--- config.mk ---
export PLATFORM = sky130hd
export DESIGN_NAME = dmem_arbiter
export DESIGN_NICKNAME = d
export VERILOG_FILES = /design/src/rtl/dmem_arbiter.sv
export SDC_FILE = /design/constraint.sdc
export NUM_CORES = 1
export LEC_CHECK = 0
export BUFFER_PORTS_ARGS = -buffer_cell sky130_fd_sc_hd__buf_2
export CAP_MARGIN = 15
export CORE_AREA = 2 2 120 122
export DETAILED_ROUTE_END_ITERATION = 8
export DIE_AREA = 0 0 122 124
export PLACE_DENSITY_LB_ADDON = 0.08
export REMOVE_ABC_BUFFERS = 1
export SKIP_LAST_GASP = 1
export SLEW_MARGIN = 0
export SYNTH_ARGS = -nofsm -noshare
export SYNTH_HDL_FRONTEND = slang
export SYNTH_SLANG_ARGS = --single-unit
--- constraint.sdc ---
create_clock -name clk -period 5.85 [get_ports clk]
set_clock_uncertainty 0.2 [all_clocks]
set_input_delay 1.755 -clock clk [delete_from_list [all_inputs] [get_ports clk]]
set_output_delay 1.755 -clock clk [all_outputs]
set_load 0.05 [all_outputs]
--- src/rtl/dmem_arbiter.sv ---
// dmem_arbiter: shares one single-port data memory between single-word CPU accesses
// (fixed priority) and ACC word bursts with an anti-starvation grant.
`default_nettype none

module dmem_arbiter #(
  parameter int AW           = 32,
  parameter int DW           = 32,
  parameter int BURST_W      = 4,
  parameter int STARVE_LIMIT = 8
) (
  input  logic               clk,
  input  logic               reset,
  // CPU port
  input  logic               cpu_req,
  input  logic               cpu_we,
  input  logic [AW-1:0]      cpu_addr,
  input  logic [DW-1:0]      cpu_wdata,
  output logic               cpu_stall,
  output logic [DW-1:0]      cpu_rdata,
  output logic               cpu_rvalid,
  // ACC burst port
  input  logic               acc_req,
  input  logic               acc_we,
  input  logic [AW-1:0]      acc_addr,
  input  logic [BURST_W-1:0] acc_len,
  output logic               acc_gnt,
  input  logic [DW-1:0]      acc_wdata,
  output logic               acc_wready,
  output logic [DW-1:0]      acc_rdata,
  output logic               acc_rvalid,
  output logic               acc_done,
  // memory port
  output logic               mem_en,
  output logic               mem_we,
  output logic [AW-1:0]      mem_addr,
  output logic [DW-1:0]      mem_wdata,
  input  logic [DW-1:0]      mem_rdata
);

  localparam int SCW = $clog2(STARVE_LIMIT + 1);
  localparam logic [SCW-1:0] STARVE_MAX = SCW'(STARVE_LIMIT);

  typedef enum logic [0:0] {
    IDLE  = 1'b0,
    BURST = 1'b1
  } state_t;

  state_t             state;
  logic [SCW-1:0]     starve_cnt;
  logic [BURST_W-1:0] idx;
  logic [BURST_W-1:0] len_q;
  logic               we_q;
  logic [AW-1:0]      base_q;

  logic               starved;
  logic               cpu_sel;
  logic               acc_sel;
  logic               in_burst;
  logic               last_beat;
  logic [AW-1:0]      beat_addr;

  assign starved   = acc_req && (starve_cnt == STARVE_MAX);
  assign cpu_sel   = (state == IDLE) && cpu_req && !starved;
  assign acc_sel   = (state == IDLE) && !cpu_sel && acc_req;
  assign in_burst  = (state == BURST);
  assign last_beat = in_burst && (idx == len_q);
  assign beat_addr = base_q + {{(AW-BURST_W-2){1'b0}}, idx, 2'b00};

  // IDLE-phase terms are gated with reset so every output reads 0 while it is held.
  always_comb begin
    mem_en     = 1'b0;
    mem_we     = 1'b0;
    mem_addr   = '0;
    mem_wdata  = '0;
    acc_wready = 1'b0;
    acc_gnt    = reset && acc_sel;
    cpu_stall  = reset && cpu_req && !cpu_sel;
    if (reset && cpu_sel) begin
      mem_en    = 1'b1;
      mem_we    = cpu_we;
      mem_addr  = cpu_addr;
      mem_wdata = cpu_wdata;
    end else if (in_burst) begin
      mem_en     = 1'b1;
      mem_we     = we_q;
      mem_addr   = beat_addr;
      mem_wdata  = we_q ? acc_wdata : '0;
      acc_wready = we_q;
    end
  end

  assign cpu_rdata = reset ? mem_rdata : '0;
  assign acc_rdata = reset ? mem_rdata : '0;

  always_ff @(posedge clk or negedge reset) begin
    if (!reset) begin
      state      <= IDLE;
      starve_cnt <= '0;
      idx        <= '0;
      len_q      <= '0;
      we_q       <= 1'b0;
      base_q     <= '0;
      cpu_rvalid <= 1'b0;
      acc_rvalid <= 1'b0;
      acc_done   <= 1'b0;
    end else begin
      cpu_rvalid <= cpu_sel && !cpu_we;
      acc_rvalid <= in_burst && !we_q;
      acc_done   <= last_beat;
      case (state)
        IDLE: begin
          if (cpu_sel && acc_req && (starve_cnt != STARVE_MAX))
            starve_cnt <= starve_cnt + SCW'(1);
          if (acc_sel) begin
            we_q       <= acc_we;
            base_q     <= acc_addr;
            len_q      <= acc_len;
            idx        <= '0;
            starve_cnt <= '0;
            state      <= BURST;
          end
        end
        BURST: begin
          idx <= idx + 1'b1;
          if (idx == len_q)
            state <= IDLE;
        end
        default: state <= IDLE;
      endcase
    end
  end

endmodule

`default_nettype wire

; ---- After elaboration in Yosys (flattened, before gate mapping)
; Index checks and enable logic that the tools add are counted.
[word_totals]
input_bits = 170
register_bits = 49
[op_classes]
n_bitwise = 1
eq_ne = 4
add_sub_neg = 3
n_reduce_logical = 21
muxes = 18
[ops]
columns = cell, n
row1 = 2-to-1 mux 32 bit, 6
row2 = adder 32 x 6 -> 32 bit, 1
row3 = logical AND 1 bit, 14
row4 = 2-to-1 mux 4 bit, 3
row5 = "adder 4 x 1 -> 4 bit, second input constant", 2
row6 = case mux 4 bit (2 select lines), 1
row7 = 2-to-1 mux 1 bit, 7
row8 = equality test 4 bit, 1
row9 = "equality test 4 bit, second input constant", 1
row10 = logical NOT 1 bit, 4
row11 = "inequality test 4 bit, second input constant", 1
row12 = AND reduction 2 bit, 2
row13 = "inequality test 2 bit, second input constant", 1
row14 = case mux 1 bit (2 select lines), 1
row15 = nonzero test 2 bit, 1
row16 = inverter 1 bit, 1

; ---- Depth between registers and ports, before layout
; Gate-level depths: netlist of run 1.
[logic_depth]
ltp_word = 9
depth_mapped = 9
mapped_depth_nobuf = 8

; ---- Worst setup path after synthesis of run 1
; Ideal clock, no wire load.
[synth_timing]
path_kind = input port to output port
from = input port acc_req
to = output port mem_addr[3]
required_time_ns = 3.895
path_stages = 6
slack_ns = 0.656
arrival_time_ns = 3.239
cell_sequence = nand4b_1 nand3_1 nor2_1 buf_2 nand2_1 o21ai_0
[synth_between]
elab_chain_len = 5
[synth_rtl]
columns = element, line
row1 = start: declaration, 22  ; input logic acc_req,
row2 = logical AND 1 bit, 62  ; assign starved = acc_req && (starve_cnt == STARVE_MAX);
row3 = logical NOT 1 bit, 63  ; assign cpu_sel = (state == IDLE) && cpu_req && !starved;
row4 = logical AND 1 bit, 63
row5 = logical AND 1 bit, 78  ; if (reset && cpu_sel) begin
row6 = 2-to-1 mux 32 bit, 78
row7 = end: declaration, 35  ; output logic [AW-1:0] mem_addr,
; Every way passes these cells.

; ---- Final worst setup path of run 1
[layout_timing]
from = input port acc_req
to = output port mem_wdata[27]
[layout_between]
elab_chain_len = 5
[layout_rtl]
columns = element, line
row1 = logical AND 1 bit, 62
row2 = logical NOT 1 bit, 63
row3 = logical AND 1 bit, 63
row4 = logical AND 1 bit, 78
row5 = 2-to-1 mux 32 bit, 78
row6 = end: declaration, 36  ; output logic [DW-1:0] mem_wdata,
; Every way passes these cells.

==> out/metrics.csv, run 1 <==
metric,value,unit
status,"finished, final reports clean",
via_per_inst,4.58,
wl,14800,um
use_met2,0.344,
fin_crit_sh,0.921,
htree_levels,2,
globalplace.congestion,0.754,
num_vias,4300,
synth_top_family_by_area,simple AND/OR/NAND/NOR gates,
startpoint,acc_req,
crit_cells,7,
start_kind,input pin,
die_y,124,um
dieArea,15100,um^2
synth_async_sr_flop_share,1.00,
ctsHoldBuffers,0,
tightest_slew,0.756,ns
antenna_left,0,
hold_viol_final,0,
cts_tree,yes,
std_cell_rows,43,
grt_max_degree,53,
overflow,0,
clock_latency,0.29,ns
ys_types,46,
worstHoldPathType,register to register,
pre_cts_slack,0.460,ns
yosys_warnings,0,
period_minus_slack,5.39,ns
synth_area_leaders,"dfrtp_1, nand2_1, a22o_1, buf_4, and2_1",
synth_seq_area_share,0.319,
dp_hpwl,11600,um
grt_setup_unrepaired,no,
setup_ws,0.461,ns
groute.layer.met1.usage,0.215,
routedWlPerCell,15.8,um
final_layout_size_suffix_gt1_frac,0.437,
synth.area.mux_share,0.00261,
synth.cell_area,3840,um^2
max_stage_delay,0.30,ns
io_buffers,305,
finalMaxSlewViolations,0,
setup_viol,0,
reg2reg_from,in_burst$_DFF_PN0_,
fmax,0.186,GHz
critPathBufInv,3,
crit_arrival,3.43,ns
whs,0.231,ns
groute.usage.overall,0.181,
crit_family,simple AND/OR/NAND/NOR gates,
synth_edf_count,0,
synth_xor_area_frac,0.0684,
synth.largest_area_cell,dfrtp_1,
synth_top_area_share,0.319,
pin_count,306,
synth_ff_type,dfrtp_1,
dp.cells,929,
slowest_stage,buf_2,
reg2reg_depth,8,
numCtsBuffers,5,
clockRootBuffer,clkbuf_16,
dieWidth,122,um
path_class,input pin to output pin,
core-area,13700,um^2
slew_headroom,0.493,
critPathCaptureType,output pin,
ys_seq_elements,49,
grt_pass1_wl,21400,um
n_antenna_cell,0,
grtUsageMet3,0.0330,
drt_iter0_drc,121,
cts_max_path_buffers,2,
p_leak,3.05,nW
finalNonFillerCells,938,
fin_nets,935,
syn2layout_area_growth,42.3,%
clk_pin_slew_worst_paths,0.07,ns
reg2reg_to,base_q[20]$_DFFE_PN0P_,
crit_fanout,52,
cts_resized,0,
synthSimpleGateAreaFrac,0.304,
cts.sinks,49,
p_per_area,544,nW/um^2
crit_top_cell,buf_2,
gr-max-usage-layer,met2,
drcViolationCount,0,
peakVddDrop,233,uV
n_fill_cell,1482,
syn-mean-instance-area,7.74,um^2
grt_pass1_vias,4088,
critPathRequiredTime,3.89,ns
synthCells,496,
synthAdderAreaFrac,0.0280,
cap_viol_max_count,0,
dr.pass1.iters,4,
post-cts-setup-buffers,0,
antenna_found_initial,0,
cp-endpoint,mem_wdata[27],
synth-compound-area-share,0.164,
worstPathCellList,"buf_2, nand4b_1, nand3_1, nor2_4, buf_12, a22o_1, buf_2",
initial_core_util,0.280,
rrSetupSlack,3.27,ns
## power breakdown
group          total [mW]  switching, mW  internal [mW]  leakage, nW
clock               0.307          0.126          0.181       0.0799
sequential          0.661          0.167          0.494        0.612
combinational        2.01           1.45          0.552         2.36
total                2.97           1.75           1.23         3.05
## layout make-up
class / count / area (um^2) / share of cell area
multi-input cells: 377 / 2200 / 0.402
repair buffers: 316 / 1630 / 0.298
flip-flops and latches: 49 / 1230 / 0.224
well taps: 180 / 225 / 0.0412
clock buffers: 7 / 153 / 0.0279
inverters: 8 / 30.0 / 0.00549
clock inverters: 1 / 5.00 / 0.000916
## metrics by stage
step	TNS, ns	total power, mW	area (um^2)	util
final	0	2.97	5470	0.398
after global routing	0	3.18	5470	0.398
after global placement	0	2.67	5290	0.386
after detailed placement	0	2.68	5290	0.386
after CTS	0	3.00	5450	0.397
after floorplan	-52.97	2.11	3440	-
## sequential cells by signal, summed over array words and instances (netlist names), 4 cells and up
signal	cells
base_q	32
idx	4
len_q	4
starve_cnt	4
## synthesized netlist by cell type, drive strengths merged (3+ instances only)
master,number
dfrtp,49
buf,42
inv,8
ha,7
a22o,39
and2,37
a21o,3
xnor2,14
o21ai,31
xor2,16
a21oi,4
and4,4
and3,5
nand4,12
clkbuf,19
nor3,7
nand2,149
nor2,11
nand3,15
## worst reg2reg max path, delay by kind of cell (launching register included)
family,cells,cell delay [ns]
AO/OA/AOI/OAI,2,0.60
buffers and inverters,4,1.03
flip-flops,1,0.38
AND/OR/NAND/NOR,2,0.30
## kinds of logic (layout without fill, tap and decap cells)
kind of cell               Yosys count  in the layout
muxes                                1              1
DFF                                 49             49
and+or+nand+nor                    249            249
buffers and inverters               70            332
xor gates and xnor gates            30             30
adders and majority gates            8              8
AOI/OAI and AO/OA                   89             89
## routing by layer
layer,part of all wire,wire [um]
met3,0.071,1060
met2,0.51,7620
met5,0,0
met1,0.40,5990
met4,0.0092,136
## cell usage in the layout (no fill, tap or decap), drive strengths merged, types with 7 or more instances in the layout
master / count
dfrtp: 49
xnor2: 14
o21ai: 31
xor2: 16
inv: 8
nor2: 11
buf: 316
and2: 37
a22o: 39
nand3: 15
nand4: 12
nand2: 149
ha: 7
clkbuf: 7
nor3: 7
## worst min path at each step
stage	slack (ns)	start	depth (start not counted)	end
4_1_cts	0.23	we_q$_DFFE_PN0P_	1	acc_rvalid$_DFF_PN0_
5_1_grt	0.25	we_q$_DFFE_PN0P_	1	acc_rvalid$_DFF_PN0_
3_3_place_gp	0.23	we_q$_DFFE_PN0P_	1	acc_rvalid$_DFF_PN0_
6_report	0.23	we_q$_DFFE_PN0P_	1	acc_rvalid$_DFF_PN0_
2_1_floorplan	0.21	we_q$_DFFE_PN0P_	1	acc_rvalid$_DFF_PN0_
3_5_place_dp	0.22	we_q$_DFFE_PN0P_	1	acc_rvalid$_DFF_PN0_
No activity file was read; power rests on OpenSTA's default activity.
==> run 2, diff against run 1 <==
--- a/config.mk
+++ b/config.mk
@@ -5,7 +5,7 @@
 export SDC_FILE = /design/constraint.sdc
 export NUM_CORES = 1
 export LEC_CHECK = 0
-export BUFFER_PORTS_ARGS = -buffer_cell sky130_fd_sc_hd__buf_2
+export BUFFER_PORTS_ARGS = -buffer_cell sky130_fd_sc_hd__buf_4
 export CAP_MARGIN = 15
 export CORE_AREA = 2 2 120 122
 export DETAILED_ROUTE_END_ITERATION = 8
==> run 2 against run 1 <==
  * Critical path depth stayed put
  * Worst setup slack better by 0.16 ns
  * Maximum frequency is 3.0% higher
  * Cell count is 0.11% lower
  * Global-route usage is 1.6 points higher
  * Flip-flop and latch count stayed put
  * Total power is 7.2% higher
  * Register-to-register slack better by 0.12 ns
==> out/metrics.csv, run 2 (synthesis gave the netlist of run 1 again) <==
metric,value,unit
critPathRequiredTime,3.89,ns
cts_resized,0,
cts_max_path_buffers,2,
dr.pass1.iters,4,
status,"finished, final reports clean",
critPathCaptureType,output pin,
final_layout_size_suffix_gt1_frac,0.434,
setup_viol,0,
rrSetupSlack,3.39,ns
whs,0.241,ns
numCtsBuffers,5,
io_buffers,305,
worstHoldPathType,register to register,
reg2reg_from,in_burst$_DFF_PN0_,
finalMaxSlewViolations,0,
htree_levels,2,
core-area,13700,um^2
power,3.19,mW
grt_setup_unrepaired,no,
fin_nets,933,
path_class,input pin to output pin,
dieWidth,122,um
pin_count,306,
grt_pass1_vias,4181,
holdPathStages,1,
groute.usage.overall,0.198,
min_to,acc_rvalid$_DFF_PN0_,
top_register,base_q,
overflow,0,
antenna_found_initial,1,
globalplace.congestion,0.837,
start_kind,input pin,
layout_commonest_cell,buf_4,
p_leak,3.24,nW
crit_fanout,39,
final_cell_mix,"buf_4, nand2_1, dfrtp_1",
fmax,0.191,GHz
grt_max_degree,51,
reg2reg_depth,8,
p_sw,1.76,mW
antenna_left,0,
comb_power_share,0.687,
drcViolationCount,0,
reg2reg_to,base_q[3]$_DFFE_PN0P_,
period_minus_slack,5.23,ns
dieArea,15100,um^2
std_cell_rows,43,
p_per_area,511,nW/um^2
cap_viol_max_count,0,
fin_crit_sh,0.894,
grt_pass1_wl,23200,um
cts.sinks,49,
clockRootBuffer,clkbuf_16,
hold_viol_final,0,
crit_arrival,3.28,ns
die_y,124,um
largest_reg_flops,32,
clock_latency,0.28,ns
clkPwrFrac,0.106,
drt_iter0_drc,179,
post-cts-setup-buffers,0,
cts_tree,yes,
wl,15900,um
initial_core_util,0.280,
p_sw_frac,0.551,
internal-power,1.43,mW
tightest_slew,0.835,ns
n_fill_cell,1386,
via_per_inst,4.64,
peakVddDrop,288,uV
syn2layout_area_growth,62.4,%
slew_headroom,0.438,
dp_hpwl,12400,um
ctsHoldBuffers,0,
routedWlPerCell,17.0,um
num_vias,4344,
p_seq_frac,0.208,
hold_start,we_q$_DFFE_PN0P_,
clk_pin_slew_worst_paths,0.07,ns
[run 2: changes by cell type in the layout (fill, tap and decap cells not counted)]
cell       previous run  this run
buf_2               305         0
buf_4                 9       312
buf_12                1         0
buf_16                0         1
bufinv_16             0         1
clkbuf_1              0         1
clkbuf_8              2         1
clkinv_2              1         0
diode_2               0         1
[run 2: routing by layer]
metal / global-route usage / part of all wire / vias up
met2: 0.372 / 0.53 / 143
met3: 0.0417 / 0.073 / 6
met5: 0 / 0 / -
met1: 0.232 / 0.39 / 2027
li1: - / - / 2168
met4: 0.0381 / 0.0077 / 0
[run 2: final cells by class]
| class | instances | area (um^2) | area share |
|---|---|---|---|
| Antenna cell | 1 | 2.50 | 0.000401 |
| Clock inverter | 1 | 30.0 | 0.00481 |
| Tap cell | 180 | 225 | 0.0361 |
| Timing Repair Buffer | 314 | 2380 | 0.382 |
| Inverter | 8 | 30.0 | 0.00481 |
| Clock buffer | 7 | 143 | 0.0229 |
| Multi-Input combinational cell | 377 | 2200 | 0.352 |
| Sequential cell | 49 | 1230 | 0.197 |
[run 2: critical path, stage by stage]
cell	delay (ns)
buf_4	0.12
nand4b_1	0.24
nand3_1	0.22
nor2_4	0.13
buf_4	0.37
a22o_1	0.23
buf_4	0.20
[run 2: worst max path at each step]
stage | to | slack (ns) | startpoint
4_1_cts | mem_addr[22] | 0.65 | acc_req
3_5_place_dp | mem_addr[22] | 0.65 | acc_req
3_3_place_gp | mem_addr[30] | 0.71 | acc_req
6_report | mem_addr[22] | 0.62 | acc_req
2_1_floorplan | mem_addr[10] | -0.86 | acc_req
5_1_grt | mem_addr[26] | 0.51 | acc_req
[run 2: power groups by stage]
stage / Clock (mW) / Sequential [mW] / Combinational (mW)
finish: 0.336 / 0.663 / 2.19
global route: 0.367 / 0.691 / 2.34
CTS: 0.349 / 0.662 / 2.20
detailed placement: 0 / 0.668 / 2.19
global placement: 0 / 0.662 / 2.18
floorplan: 0 / 0.664 / 1.45
[run 2: stage by stage]
stage / instance area [um^2] / worst slack, ns / utilization / TNS, ns / cells
finish: 6240 / 0.619 / 0.455 / 0 / 937
global route: 6240 / 0.512 / 0.455 / 0 / 937
CTS: 6190 / 0.650 / 0.452 / 0 / 934
detailed placement: 6020 / 0.646 / 0.439 / 0 / 926
global placement: 6020 / 0.714 / 0.439 / 0 / 926
floorplan: 3440 / -0.860 / - / -52.97 / 434
==> run 3, diff against run 2 <==
--- a/config.mk
+++ b/config.mk
@@ -5,6 +5,7 @@
 export SDC_FILE = /design/constraint.sdc
 export NUM_CORES = 1
 export LEC_CHECK = 0
+export ABC_AREA = 1
 export BUFFER_PORTS_ARGS = -buffer_cell sky130_fd_sc_hd__buf_4
 export CAP_MARGIN = 15
 export CORE_AREA = 2 2 120 122
==> run 3 against run 2 <==
  * Sequential share of layout area fell by 1.0 points
  * Worst hold slack better by 0.016 ns
  * Design area up 5.6%
  * Maximum frequency up 0.22%
  * Count of clock-buffer cells in the layout is 2 lower
  * Wire length rose by 25%
  * Flip-flop and latch count is the same
  * Die area did not move
  * Area after synthesis grew 11%
  * Critical path type unchanged
==> out/metrics.csv, run 3 <==
metric,value,unit
dp_hpwl,16200,um
period_minus_slack,5.22,ns
fin_nets,1093,
largest_reg_flops,32,
startpoint,reset,
cts_resized,0,
syn2layout_area_growth,54.6,%
cp-endpoint,mem_wdata[24],
initial_core_util,0.311,
clock_latency,0.29,ns
pin_count,306,
final_cell_mix,"buf_4, nand2_1, inv_1",
tns,0,ns
peakVddDrop,319,uV
drcViolationCount,0,
hold_viol_final,0,
routedWlPerCell,18.1,um
setup_ws,0.631,ns
final_layout_size_suffix_gt1_frac,0.380,
synth_edf_count,0,
n_antenna_cell,0,
cts_tree,yes,
crit_fanout,41,
via_per_inst,4.75,
p_per_area,506,nW/um^2
reg2reg_from,in_burst$_DFF_PN0_,
globalplace.congestion,0.872,
drt_iter0_drc,265,
fmax,0.192,GHz
ys_types,32,
worstHoldPathType,register to register,
core-area,13700,um^2
synth.largest_area_cell,dfrtp_1,
grt_setup_unrepaired,no,
io_buffers,305,
finalMaxSlewViolations,0,
fin_crit_sh,0.892,
ys_seq_elements,49,
antenna_left,0,
ctsHoldBuffers,0,
synth_seq_area_share,0.288,
synth_async_sr_flop_share,1.00,
path_class,input pin to output pin,
layout_commonest_cell,buf_4,
pre_cts_slack,0.665,ns
yosys-top-cells-count,"nand2_1, inv_1, dfrtp_1, nor2_1, nand3_1",
synthCells,659,
grt_pass1_vias,4853,
htree_levels,2,
cts.sinks,49,
dr.pass1.iters,5,
synth_ff_type,dfrtp_1,
setup_viol,0,
synth_top_area_share,0.288,
start_kind,input pin,
synth_area_leaders,"dfrtp_1, nand2_1, a22o_1, inv_1, buf_4",
die_y,124,um
cts_max_path_buffers,2,
clk_pin_slew_worst_paths,0.07,ns
top_register,base_q,
post-cts-setup-buffers,0,
reg2reg_depth,7,
critPathRequiredTime,3.89,ns
syn-mean-instance-area,6.47,um^2
rrSetupSlack,2.82,ns
groute.usage.overall,0.253,
grt_max_degree,61,
wl,19800,um
grt_pass1_wl,28200,um
tightest_slew,1.14,ns
slew_headroom,0.240,
reg2reg_to,base_q[19]$_DFFE_PN0P_,
cap_viol_max_count,0,
status,"finished, final reports clean",
crit_arrival,3.26,ns
synth.cell_area,4260,um^2
antenna_found_initial,0,
num_vias,5203,
p_leak,3.78,nW
dieArea,15100,um^2
yosys_warnings,0,
overflow,0,
critPathCaptureType,output pin,
clockRootBuffer,clkbuf_16,
std_cell_rows,43,
numCtsBuffers,5,
yosys.cell_count.top_type,nand2_1,
dieWidth,122,um
run 3: changes by cell type in the layout (fill, tap and decap cells not counted), sizes merged, moves of 12 or more:
cell / before / now
nand2: 149 / 259
inv: 8 / 78
nor2: 11 / 57
and2: 37 / 1
nand3: 15 / 46
xor2: 16 / 2
o21ai: 31 / 43
run 3: critical path, cell delays in order:
cell and delay [ns]:
buf_4 0.28, inv_2 0.11, nor2_4 0.12, buf_4 0.41
a22o_1 0.33, buf_4 0.24
run 3: layout make-up:
cell class	count	area, um^2
tap	180	225
multi-input combinational	473	2340
timing repair buffer	309	2320
clock buffer	5	125
sequential	49	1230
inverter	77	289
clock inverter	3	68.8
fill	1424	7130
run 3: stage by stage:
stage	total power [mW]	utilization	hold slack, ns	area [um^2]	cells
3_3_place_gp	2.93	0.466	0.246	6400	1088
3_5_place_dp	2.95	0.466	0.246	6400	1088
2_1_floorplan	2.18	-	0.226	3850	599
4_1_cts	3.35	0.480	0.256	6590	1096
5_1_grt	3.54	0.480	0.269	6590	1096
6_report	3.34	0.480	0.257	6590	1096
run 3: worst min-delay path by stage:
| stage | from | cells past startpoint | slack, ns | endpoint |
|---|---|---|---|---|
| 4_1_cts | we_q$_DFFE_PN0P_ | 1 | 0.26 | acc_rvalid$_DFF_PN0_ |
| 3_3_place_gp | we_q$_DFFE_PN0P_ | 1 | 0.25 | acc_rvalid$_DFF_PN0_ |
| 6_report | we_q$_DFFE_PN0P_ | 1 | 0.26 | acc_rvalid$_DFF_PN0_ |
| 5_1_grt | we_q$_DFFE_PN0P_ | 1 | 0.27 | acc_rvalid$_DFF_PN0_ |
| 3_5_place_dp | we_q$_DFFE_PN0P_ | 1 | 0.25 | acc_rvalid$_DFF_PN0_ |
| 2_1_floorplan | we_q$_DFFE_PN0P_ | 1 | 0.23 | acc_rvalid$_DFF_PN0_ |
run 3: report_power, final:
group          switching [mW]  total (mW)  internal [mW]
sequential              0.178       0.674          0.496
combinational            1.58        2.28          0.694
clock                   0.138       0.384          0.247
run 3: routing by layer:
layer / routed length, um / GRT usage
met5: 0 / 0
met2: 8470 / 0.383
met1: 9360 / 0.370
met4: 171 / 0.0309
met3: 1820 / 0.0659
run 3: cells by family after synthesis:
group,synth area share
AOI/OAI and AO/OA,0.135
xor gates and xnor gates,0.0144
adders and majority gates,0.0252
buffers and inverters,0.165
DFF,0.288
and+or+nand+nor,0.372
